### src/rtl/dff_ctrl_pkg.sv
// dff_ctrl_pkg
// Shared definitions for the D flip-flop lab sequencers: FSM state
// encoding, the LFSR tap mask, the default seed and the LFSR step function.
package dff_ctrl_pkg;

  typedef enum logic [1:0] {
    S_IDLE  = 2'd0,
    S_PRIME = 2'd1,
    S_RUN   = 2'd2,
    S_DONE  = 2'd3
  } state_t;

  // Taps at bits 7,5,4,3 of the shift-left Fibonacci register
  localparam logic [7:0] LFSR_TAPS = 8'hB8;

  // Used in place of a zero seed, which would lock the LFSR at zero
  localparam logic [7:0] SEED_DEF = 8'h01;

  function automatic logic [7:0] lfsr_next(input logic [7:0] l);
    return {l[6:0], ^(l & LFSR_TAPS)};
  endfunction

endpackage

### src/rtl/dff_seq_ctrl_if.sv
// dff_seq_ctrl_if
// Bundles the run-control handshake, the result outputs and the DUT-facing
// D/Q/Qb lines of the flip-flop sequencer.
//   master : the sequencer (drives d and all results)
//   slave  : the host/bench side (drives start, num_vec, seed and q/qb)
interface dff_seq_ctrl_if #(
  parameter int VEC_W = 16
);
  logic             start;
  logic [VEC_W-1:0] num_vec;
  logic [7:0]       seed;
  logic             q;
  logic             qb;
  logic             d;
  logic             busy;
  logic             done;
  logic             pass;
  logic [VEC_W-1:0] err_cnt;
  logic [VEC_W-1:0] first_err;

  modport master (
    input  start, num_vec, seed, q, qb,
    output d, busy, done, pass, err_cnt, first_err
  );

  modport slave (
    output start, num_vec, seed, q, qb,
    input  d, busy, done, pass, err_cnt, first_err
  );

endinterface

### src/rtl/lfsr8.sv
// lfsr8
// 8-bit Fibonacci LFSR (shift left, feedback into bit 0).
//   clk, rst_n : clock, asynchronous active-low reset (loads RESET_VAL)
//   load       : load seed (has priority over en)
//   en         : advance one step
//   seed       : value loaded on load
//   state      : current register contents
module lfsr8 #(
  parameter logic [7:0] RESET_VAL = dff_ctrl_pkg::SEED_DEF
) (
  input  logic       clk,
  input  logic       rst_n,
  input  logic       load,
  input  logic       en,
  input  logic [7:0] seed,
  output logic [7:0] state
);
  import dff_ctrl_pkg::*;

  // Load wins over advance so a new run always starts from its own seed
  always_ff @(posedge clk or negedge rst_n) begin
    if (!rst_n) begin
      state <= RESET_VAL;
    end else if (load) begin
      state <= seed;
    end else if (en) begin
      state <= lfsr_next(state);
    end
  end

endmodule

### src/rtl/dff_seq_ctrl.sv
// dff_seq_ctrl
// Self-checking sequencer for the gate-level D flip-flop lab block. On start
// it drives a pseudo-random stream onto the DUT's D input, compares each
// captured bit against Q/Qb one cycle after capture and reports the error
// count, first failing index and a pass flag.
//   clk, rst_n       : clock, asynchronous active-low reset
//   bus.start        : run request, sampled in IDLE only
//   bus.num_vec      : number of comparisons, captured at start
//   bus.seed         : LFSR seed, captured at start (0 -> SEED_DEF)
//   bus.q / bus.qb   : DUT outputs
//   bus.d            : DUT data input (registered)
//   bus.busy         : high from start acceptance until DONE exits
//   bus.done         : one-cycle pulse at end of run
//   bus.pass         : last run had zero errors
//   bus.err_cnt      : saturating mismatch count
//   bus.first_err    : index of first mismatch, all-ones if none
module dff_seq_ctrl #(
  parameter int         VEC_W    = 16,
  parameter logic [7:0] SEED_DEF = dff_ctrl_pkg::SEED_DEF
) (
  input  logic                clk,
  input  logic                rst_n,
  dff_seq_ctrl_if.master      bus
);
  import dff_ctrl_pkg::*;

  localparam logic [VEC_W-1:0] ONE = {{(VEC_W-1){1'b0}}, 1'b1};

  state_t           state;
  logic [VEC_W-1:0] nvec;
  logic [VEC_W-1:0] idx;
  logic             exp_bit;
  logic             exp_vld;
  logic             d_r;
  logic             busy_r;
  logic             done_r;
  logic             pass_r;
  logic [VEC_W-1:0] err_cnt_r;
  logic [VEC_W-1:0] first_err_r;

  logic [7:0]       lfsr_q;
  logic [7:0]       seed_eff;
  logic             lfsr_load;
  logic             lfsr_en;
  logic             mismatch;
  logic             unused_lfsr;

  assign seed_eff  = (bus.seed == 8'h00) ? SEED_DEF : bus.seed;
  assign lfsr_load = (state == S_IDLE) && bus.start;
  assign lfsr_en   = (state == S_PRIME) || (state == S_RUN);

  // A healthy flip-flop shows the expected bit on Q and its complement on Qb
  assign mismatch  = (bus.q != exp_bit) || (bus.qb != ~bus.q);

  // Only bit 0 is driven out; the upper bits matter only inside the generator
  assign unused_lfsr = ^lfsr_q[7:1];

  lfsr8 #(
    .RESET_VAL(SEED_DEF)
  ) u_lfsr (
    .clk   (clk),
    .rst_n (rst_n),
    .load  (lfsr_load),
    .en    (lfsr_en),
    .seed  (seed_eff),
    .state (lfsr_q)
  );

  // exp_bit is the D value the DUT captured on the previous edge, so each
  // comparison samples Q a full cycle after capture.
  always_ff @(posedge clk or negedge rst_n) begin
    if (!rst_n) begin
      state       <= S_IDLE;
      nvec        <= '0;
      idx         <= '0;
      exp_bit     <= 1'b0;
      exp_vld     <= 1'b0;
      d_r         <= 1'b0;
      busy_r      <= 1'b0;
      done_r      <= 1'b0;
      pass_r      <= 1'b0;
      err_cnt_r   <= '0;
      first_err_r <= '1;
    end else begin
      done_r <= 1'b0;
      case (state)
        S_IDLE: begin
          if (bus.start) begin
            nvec        <= bus.num_vec;
            idx         <= '0;
            exp_vld     <= 1'b0;
            err_cnt_r   <= '0;
            first_err_r <= '1;
            pass_r      <= 1'b0;
            busy_r      <= 1'b1;
            state       <= (bus.num_vec == '0) ? S_DONE : S_PRIME;
          end
        end
        S_PRIME: begin
          d_r   <= lfsr_q[0];
          state <= S_RUN;
        end
        S_RUN: begin
          d_r     <= lfsr_q[0];
          exp_bit <= d_r;
          exp_vld <= 1'b1;
          if (exp_vld) begin
            if (mismatch) begin
              if (err_cnt_r != '1) begin
                err_cnt_r <= err_cnt_r + ONE;
              end
              if (first_err_r == '1) begin
                first_err_r <= idx;
              end
            end
            idx <= idx + ONE;
            if (idx == nvec - ONE) begin
              state <= S_DONE;
            end
          end
        end
        S_DONE: begin
          done_r <= 1'b1;
          pass_r <= (err_cnt_r == '0);
          busy_r <= 1'b0;
          state  <= S_IDLE;
        end
        default: begin
          state <= S_IDLE;
        end
      endcase
    end
  end

  assign bus.d         = d_r;
  assign bus.busy      = busy_r;
  assign bus.done      = done_r;
  assign bus.pass      = pass_r;
  assign bus.err_cnt   = err_cnt_r;
  assign bus.first_err = first_err_r;

endmodule

### src/flat_wrapper.sv
// flat-port wrapper written by rule: the top's interface ports become plain ports
module dff_seq_ctrl_flat import dff_ctrl_pkg::*;
#(
  parameter int         VEC_W    = 16,
  parameter logic [7:0] SEED_DEF = dff_ctrl_pkg::SEED_DEF
)
  (clk, rst_n, bus_start, bus_num_vec, bus_seed, bus_q, bus_qb, bus_d, bus_busy, bus_done, bus_pass, bus_err_cnt, bus_first_err);
  dff_seq_ctrl_if #(.VEC_W(VEC_W)) bus_i ();
  input  logic clk;
  input  logic rst_n;
  input wire logic [$bits(bus_i.start)-1:0] bus_start;
  input wire logic [$bits(bus_i.num_vec)-1:0] bus_num_vec;
  input wire logic [$bits(bus_i.seed)-1:0] bus_seed;
  input wire logic [$bits(bus_i.q)-1:0] bus_q;
  input wire logic [$bits(bus_i.qb)-1:0] bus_qb;
  output wire logic [$bits(bus_i.d)-1:0] bus_d;
  output wire logic [$bits(bus_i.busy)-1:0] bus_busy;
  output wire logic [$bits(bus_i.done)-1:0] bus_done;
  output wire logic [$bits(bus_i.pass)-1:0] bus_pass;
  output wire logic [$bits(bus_i.err_cnt)-1:0] bus_err_cnt;
  output wire logic [$bits(bus_i.first_err)-1:0] bus_first_err;
  assign bus_i.start = bus_start;
  assign bus_i.num_vec = bus_num_vec;
  assign bus_i.seed = bus_seed;
  assign bus_i.q = bus_q;
  assign bus_i.qb = bus_qb;
  assign bus_d = bus_i.d;
  assign bus_busy = bus_i.busy;
  assign bus_done = bus_i.done;
  assign bus_pass = bus_i.pass;
  assign bus_err_cnt = bus_i.err_cnt;
  assign bus_first_err = bus_i.first_err;
  dff_seq_ctrl #(.VEC_W(VEC_W), .SEED_DEF(SEED_DEF)) u_core (.clk(clk), .rst_n(rst_n), .bus(bus_i));
endmodule
### config.mk
export PLATFORM = sky130hd
export DESIGN_NAME = dff_seq_ctrl_flat
export DESIGN_NICKNAME = d
export VERILOG_FILES = /design/src/rtl/dff_ctrl_pkg.sv /design/src/rtl/dff_seq_ctrl_if.sv /design/src/rtl/lfsr8.sv /design/src/rtl/dff_seq_ctrl.sv /design/src/flat_wrapper.sv
export SDC_FILE = /design/constraint.sdc
export NUM_CORES = 1
export LEC_CHECK = 0
export CORE_UTILIZATION = 35
export DETAILED_ROUTE_END_ITERATION = 6
export PLACE_DENSITY_LB_ADDON = 0.1
export SYNTH_ARGS = -nofsm -noshare
export SYNTH_HDL_FRONTEND = slang
export SYNTH_SLANG_ARGS = --single-unit
### constraint.sdc
create_clock -name clk -period 3.3 [get_ports clk]
set_clock_uncertainty 0.2 [all_clocks]
set_input_delay 0.66 -clock clk [delete_from_list [all_inputs] [get_ports clk]]
set_output_delay 0.66 -clock clk [all_outputs]
set_load 0.02 [all_outputs]
==> impl_metrics.json, run 1 <==
{
  "synth-seq-cells": 80,
  "m1WireLength_mm": 4.817,
  "yosys_warnings": 0,
  "wl_per_cell_um": 14.94,
  "ios": 65,
  "slew_violations": 0,
  "synth_top_area_cell": "dfrtp_1",
  "drt-vias-per-instance": 5.093,
  "min-delay-path-class": "reg -> reg",
  "fin_tns_setup_ns": 0,
  "synth.distinct_cells": 53,
  "die_height_um": 113.4,
  "cts-root-buf": "clkbuf_16",
  "crit_type": "reg -> reg",
  "worst-endpoint-arrival_ns": 3.14,
  "layout.filler_cells": 1192,
  "max_cap_viol_count": 0,
  "top_signal_layer_used": "met4",
  "met2WireLength_mm": 4.919,
  "met3_length_um": 410,
  "synth_cells": 451,
  "worstMarginPinSlew_ns": 1.064,
  "initial_antenna_violation_count": 0,
  "max_freq_ghz": 0.3249,
  "final_layout_size_suffix_gt1_share_pct": 12.55,
  "syn_to_final_growth_pct": 27.03,
  "drt_pre_antenna_iters": 4,
  "place_area_mm2": 0.005184,
  "syn_area_mm2": 0.004347,
  "powerDensity_mw_per_mm2": 882.2,
  "layout.cells.non_filler": 686,
  "cp.required_ns": 3.36,
  "initial_utilization_pct": 36.04,
  "worstSkewPairLatency_ns": 0.34,
  "cts_htree_levels": 3,
  "cts_hold_buf": 0,
  "slew_headroom_pct": 29.08,
  "synth_seq_area_share_pct": 46.55,
  "power_leakage_nw": 2.281,
  "synth_ff_type": "dfrtp_1",
  "outcome": "finished clean",
  "final_nets": 550,
  "cts_resized": 0,
  "cts.sinks": 80,
  "peakVddDrop_v": 0.0003959,
  "design_power_total_mw": 4.871,
  "dp_worst_setup_slack_ns": 0.1707,
  "gp_congestion": 0.7873,
  "postLayoutCellArea_mm2": 0.005522,
  "synth_async_sr_flop_share_pct": 100.0,
  "postSynthNetCount": 488,
  "tritoncts": "yes",
  "synth_edf_count": 0,
  "setup_repair_after_global_routing_missed_its_margin": "no",
  "synth_top_cell_area_share_pct": 36.27,
  "final.hold.worst_slack_ns": 0.2921,
  "cts_inserted_buffers": 9,
  "die_ar_mm2": 0.01287,
  "antennaDiodeCount": 0,
  "detail_route.wirelength_mm": 10.25,
  "numPortBuffers": 64,
  "critical_path.max_fanout": 7,
  "vias_in_the_first_global_route": 3496,
  "period_minus_slack_ns": 3.078,
  "critical_path_source_type": "flop",
  "clk_pin_slew_worst_paths_ns": 0.06,
  "drtIter0Drc": 140,
  "placedCellCount": 670,
  "drcViolationCount": 0,
  "track_usage_pct": 17.35,
  "dp_hpwl_mm": 7.221,
  "synth_area_leaders": "dfrtp_1 36%, dfstp_2 10%, mux2_2 4.7%",
  "crit_path_end_kind": "flop",
  "grt_pass1_wl_mm": 17.33,
  "syn_avg_cell_area_um2": 9.638,
  "layout.core_utilization_pct": 45.78,
  "floorplan.rows": 40,
  "floorplan.core_area_mm2": 0.01206,
  "post_cts_buffers": 0,
  "clock_tree.buffer_depth": 2,
  "chipWidth_um": 113.4,
  "period_share_pct": 93.27,
  "setup-violations-final": 0,
  "postLayoutSetupSlackWorst_ns": 0.2222,
  "grt_remaining_overflow": 0,
  "ant_nets": 0,
  "grt_max_degree": 81,
  "timing.final.hold_violations": 0,
  "num_vias": 3494
}
per-layer routing:
metal / up-vias / track usage, %
met5: - / 0
met3: 5 / 5.739
met4: 0 / 4.825
met1: 1700 / 21.79
li1: 1731 / -
met2: 58 / 28.59
critical path, stage by stage, from the launching register on:
cell	delay, ns
dfrtp_1	0.45
inv_1	0.09
ha_1	0.20
or4b_4	0.53
or4_1	0.48
and3_1	0.18
o31ai_2	0.24
nand4_1	0.20
a21oi_2	0.22
mux2i_1	0.20
layout make-up:
type | instances | area [um^2] | area share [%]
Clock buffer | 14 | 274.0 | 4.963
Timing Repair Buffer | 71 | 703.2 | 12.74
Multi-Input combinational cell | 337 | 2198 | 39.81
Tap cell | 168 | 210.2 | 3.807
Clock inverter | 2 | 60.06 | 1.088
Sequential cell | 80 | 2023 | 36.64
Inverter | 14 | 52.55 | 0.9517
placed cells by master (no fill, tap or decap), types with 2 or more instances in the layout:
| cell | instances |
|---|---|
| xor2_1 | 20 |
| or4_1 | 3 |
| nand4_1 | 18 |
| or2_2 | 2 |
| nor2b_1 | 14 |
| clkbuf_16 | 9 |
| or3_1 | 8 |
| inv_1 | 14 |
| clkdlybuf4s50_1 | 63 |
| buf_4 | 7 |
| and3_1 | 4 |
| a21oi_1 | 25 |
| dfrtp_1 | 63 |
| nor3_1 | 15 |
| nor2_1 | 41 |
| xnor2_1 | 16 |
| nand2b_1 | 4 |
| clkbuf_1 | 2 |
| nor4b_1 | 2 |
| o31a_1 | 2 |
| mux2_2 | 18 |
| nor4_1 | 9 |
| clkbuf_8 | 3 |
| a22o_1 | 6 |
| o41ai_1 | 2 |
| dfstp_2 | 17 |
| nand4b_1 | 2 |
| a21o_1 | 5 |
| nand2_1 | 38 |
| ha_1 | 8 |
| nand3_1 | 12 |
| o21ai_0 | 26 |
| mux2i_1 | 15 |
| bufinv_16 | 2 |
power by group:
group          switching, mW  internal [mW]  total (mW)
registers              0.337           1.39        1.73
logic                   1.06          0.975        2.03
clock network          0.385          0.725        1.11
total                   1.78           3.09        4.87
kinds of logic (layout without fill, tap and decap cells):
| group | Yosys count | count (layout) | share of synthesized area, % |
|---|---|---|---|
| flops | 80 | 80 | 46.55 |
| fa+ha+maj | 8 | 8 | 2.303 |
| simple gates | 177 | 177 | 20.81 |
| buf+inv | 34 | 101 | 2.965 |
| compound gates | 83 | 83 | 12.00 |
| xor+xnor | 36 | 36 | 7.254 |
| mux | 33 | 33 | 8.117 |
worst paths after layout:
check / cells past startpoint / endpoint / slack, ns / start
worst max-delay path: 9 / u_core.state[1]$_DFFE_PN0P_ / 0.22 / u_core.nvec[0]$_DFFE_PN0P_
worst min-delay path: 2 / u_core.bus.first_err[14]$_DFFE_PN1P_ / 0.29 / u_core.bus.first_err[14]$_DFFE_PN1P_
worst max register to register: 9 / u_core.state[1]$_DFFE_PN0P_ / 0.22 / u_core.nvec[0]$_DFFE_PN0P_
worst min register to register: 2 / u_core.bus.first_err[14]$_DFFE_PN1P_ / 0.29 / u_core.bus.first_err[14]$_DFFE_PN1P_
max in group asynchronous: 1 / u_core.idx[4]$_DFFE_PN0P_ / 1.91 / rst_n
min in group asynchronous: 1 / u_core.nvec[5]$_DFFE_PN0P_ / 0.32 / rst_n
flip-flops by register name, indices dropped and copies added (netlist names), 2 cells and up:
| name | flops |
|---|---|
| u_core.bus.first_err | 16 |
| u_core.nvec | 16 |
| u_core.bus.err_cnt | 16 |
| u_core.u_lfsr.state | 8 |
| u_core.state | 2 |
| u_core.idx | 16 |
Yosys cell counts (2+ instances only):
cell type and count:
o31a_1 2, inv_1 14, or4_1 3, and3_1 4, nand2_1 38, xor2_1 20
or3_1 8, nand2b_1 4, nor4_1 9, buf_1 2, nor2_1 41, mux2i_1 15
nor4b_1 2, clkbuf_1 17, dfstp_2 17, nor2b_1 14, ha_1 8, mux2_2 18
a21o_1 5, a21oi_1 25, a22o_1 6, o41ai_1 2, nand3_1 12, nand4_1 18
nand4b_1 2, xnor2_1 16, or2_2 2, dfrtp_1 63, nor3_1 15, o21ai_0 26
Note: power is estimated with default switching activity, not from simulation.
==> inputs of run 2 (changes only) <==
ABC_AREA = 0   (was default)
SYNTH_HIERARCHICAL = 1   (was default)
==> impl_metrics.json, run 2 <==
{
  "syn_area_mm2": 0.004372,
  "cts-root-buf": "clkbuf_16",
  "drtIter0Drc": 145,
  "synth-seq-cells": 80,
  "worst-endpoint-arrival_ns": 2.97,
  "max_cap_viol_count": 0,
  "outcome": "finished clean",
  "synth_async_sr_flop_share_pct": 100.0,
  "floorplan.core_area_mm2": 0.01211,
  "powerDensity_mw_per_mm2": 860.7,
  "slew_headroom_pct": 32.66,
  "period_minus_slack_ns": 2.904,
  "yosys_warnings": 6,
  "numPortBuffers": 64,
  "die_ar_mm2": 0.01294,
  "drcViolationCount": 0,
  "syn_to_final_growth_pct": 24.36,
  "die_height_um": 113.8,
  "setup-violations-final": 0,
  "grt_max_degree": 81,
  "min-delay-path-class": "reg -> reg",
  "synth_edf_count": 0,
  "grt_pass1_wl_mm": 16.24,
  "worstMarginPinSlew_ns": 1.010,
  "critical_path.slowest_cell": "dfrtp_1",
  "syn_avg_cell_area_um2": 9.545,
  "timing.final.hold_violations": 0,
  "setup_repair_after_global_routing_missed_its_margin": "no",
  "detail_route.wirelength_mm": 9.736,
  "track_usage_pct": 16.08,
  "synth_seq_area_share_pct": 46.28,
  "place_area_mm2": 0.005154,
  "placedCellCount": 670,
  "critical_path.max_fanout": 5,
  "drt_pre_antenna_iters": 4,
  "grt_remaining_overflow": 0,
  "layout.cells.most_common_list": "63 x clkdlybuf4s50_1, 63 x dfrtp_1, 47 x nor2_1",
  "post-synth-top-count-cell": "dfrtp_1",
  "ios": 65,
  "critical_path_source_type": "flop",
  "worstSkewPairLatency_ns": 0.34,
  "cts_resized": 0,
  "crit_type": "reg -> reg",
  "synth_top_cells_by_count": "63 x dfrtp_1, 47 x nor2_1, 43 x nand2_1",
  "max_freq_ghz": 0.3444,
  "vias_in_the_first_global_route": 3233,
  "dp_hpwl_mm": 6.994,
  "tritoncts": "yes",
  "postSynthNetCount": 494,
  "fin_tns_setup_ns": 0,
  "gp_congestion": 0.7945,
  "initial_utilization_pct": 36.10,
  "synth_ff_type": "dfrtp_1",
  "postLayoutCellArea_mm2": 0.005436,
  "num_vias": 3406,
  "peakVddDrop_v": 0.0003192,
  "timing.critical_path.slowest_cell_delay_ns": 0.42,
  "synth_top_cell_area_share_pct": 36.06,
  "timing.critical_path.max_delay_family": "simple AND/OR/NAND/NOR gates",
  "cts.sinks": 80,
  "wl_per_cell_um": 14.19,
  "drt-vias-per-instance": 4.965,
  "final_layout_size_suffix_gt1_share_pct": 11.39,
  "cp.required_ns": 3.36,
  "crit_path_end_kind": "flop",
  "initial_antenna_violation_count": 0,
  "clock_tree.buffer_depth": 2,
  "synth_cells": 458,
  "cts_htree_levels": 3,
  "crit_path_cell_trace": "inv_1 > ha_1 > nor4b_2 > and2_1 > mux2_2 > a211oi_1 > nor4_2 > a31oi_2 > mux2i_1",
  "chipWidth_um": 113.8,
  "dp_worst_setup_slack_ns": 0.2622,
  "ant_nets": 0,
  "final_nets": 549,
  "layout.cells.non_filler": 686,
  "period_share_pct": 87.99,
  "post_cts_buffers": 0,
  "clk_pin_slew_worst_paths_ns": 0.06,
  "postLayoutSetupSlackWorst_ns": 0.3965,
  "slew_violations": 0,
  "synth.distinct_cells": 53,
  "power_leakage_nw": 2.248,
  "cts_hold_buf": 0,
  "antennaDiodeCount": 0,
  "design_power_total_mw": 4.679,
  "synth_top_area_cell": "dfrtp_1",
  "floorplan.rows": 40,
  "synth_area_leaders": "dfrtp_1 36%, dfstp_2 10%, xnor2_1 5.0%",
  "buf_inv_stages_crit_path": 1,
  "cts_inserted_buffers": 9
}
-- run 2: where the power goes --
part           switching (mW)  leakage [nW]  internal (mW)  total (mW)
combinational            1.05          1.12          0.935        1.99
clock                   0.388         0.134          0.586       0.974
sequential              0.324         0.999           1.39        1.72
-- run 2: cell type report --
class	instances	area (um^2)
Clock buffer	13	240.2
Clock inverter	3	42.54
Fill cell	1224	6675
Inverter	12	45.04
Multi-Input combinational cell	341	2200
Sequential cell	80	2023
Tap cell	168	210.2
Timing Repair Buffer	69	675.6
-- run 2: metrics by stage --
step | hold WS [ns] | util (%)
floorplan | 0.1644 | -
CTS | 0.2896 | 44.89
global route | 0.3013 | 44.89
detailed placement | 0.2812 | 42.55
finish | 0.2833 | 44.89
global placement | 0.2784 | 42.55
-- run 2: kinds of logic after synthesis --
| logic type | Yosys count | synth area share (%) |
|---|---|---|
| compound gates | 66 | 9.073 |
| xor+xnor | 48 | 9.788 |
| fa+ha+maj | 7 | 2.003 |
| buf+inv | 37 | 3.406 |
| flops | 80 | 46.28 |
| mux | 26 | 6.440 |
| simple gates | 194 | 23.01 |
-- run 2: worst paths after layout --
path	startpoint	to	slack [ns]	cells after the start
min reg2reg	u_core/bus.first_err[11]$_DFFE_PN1P_	u_core/bus.first_err[11]$_DFFE_PN1P_	0.28	2
max reg2reg	u_core/nvec[0]$_DFFE_PN0P_	u_core/state[1]$_DFFE_PN0P_	0.40	9
max in group asynchronous	rst_n	u_core/bus.err_cnt[0]$_DFFE_PN0P_	1.96	1
max	u_core/nvec[0]$_DFFE_PN0P_	u_core/state[1]$_DFFE_PN0P_	0.40	9
min	u_core/bus.first_err[11]$_DFFE_PN1P_	u_core/bus.first_err[11]$_DFFE_PN1P_	0.28	2
min in group asynchronous	rst_n	u_core/idx[12]$_DFFE_PN0P_	0.31	1
-- run 2: tightest hold or removal path, cell delays in order, from the launching register on --
cell and delay (ns):
dfstp_2 0.37, nand2_1 0.04, o21ai_0 0.06
-- run 2: metal layers --
| metal | wire [um] | up-vias | share of wire (%) | track usage, % |
|---|---|---|---|---|
| met5 | 0 | - | 0 | 0 |
| met4 | 184 | 0 | 1.9 | 7.368 |
| met1 | 4923 | 1620 | 51 | 22.82 |
| met2 | 4322 | 66 | 44 | 24.15 |
| li1 | - | 1709 | - | - |
| met3 | 305 | 11 | 3.1 | 2.444 |
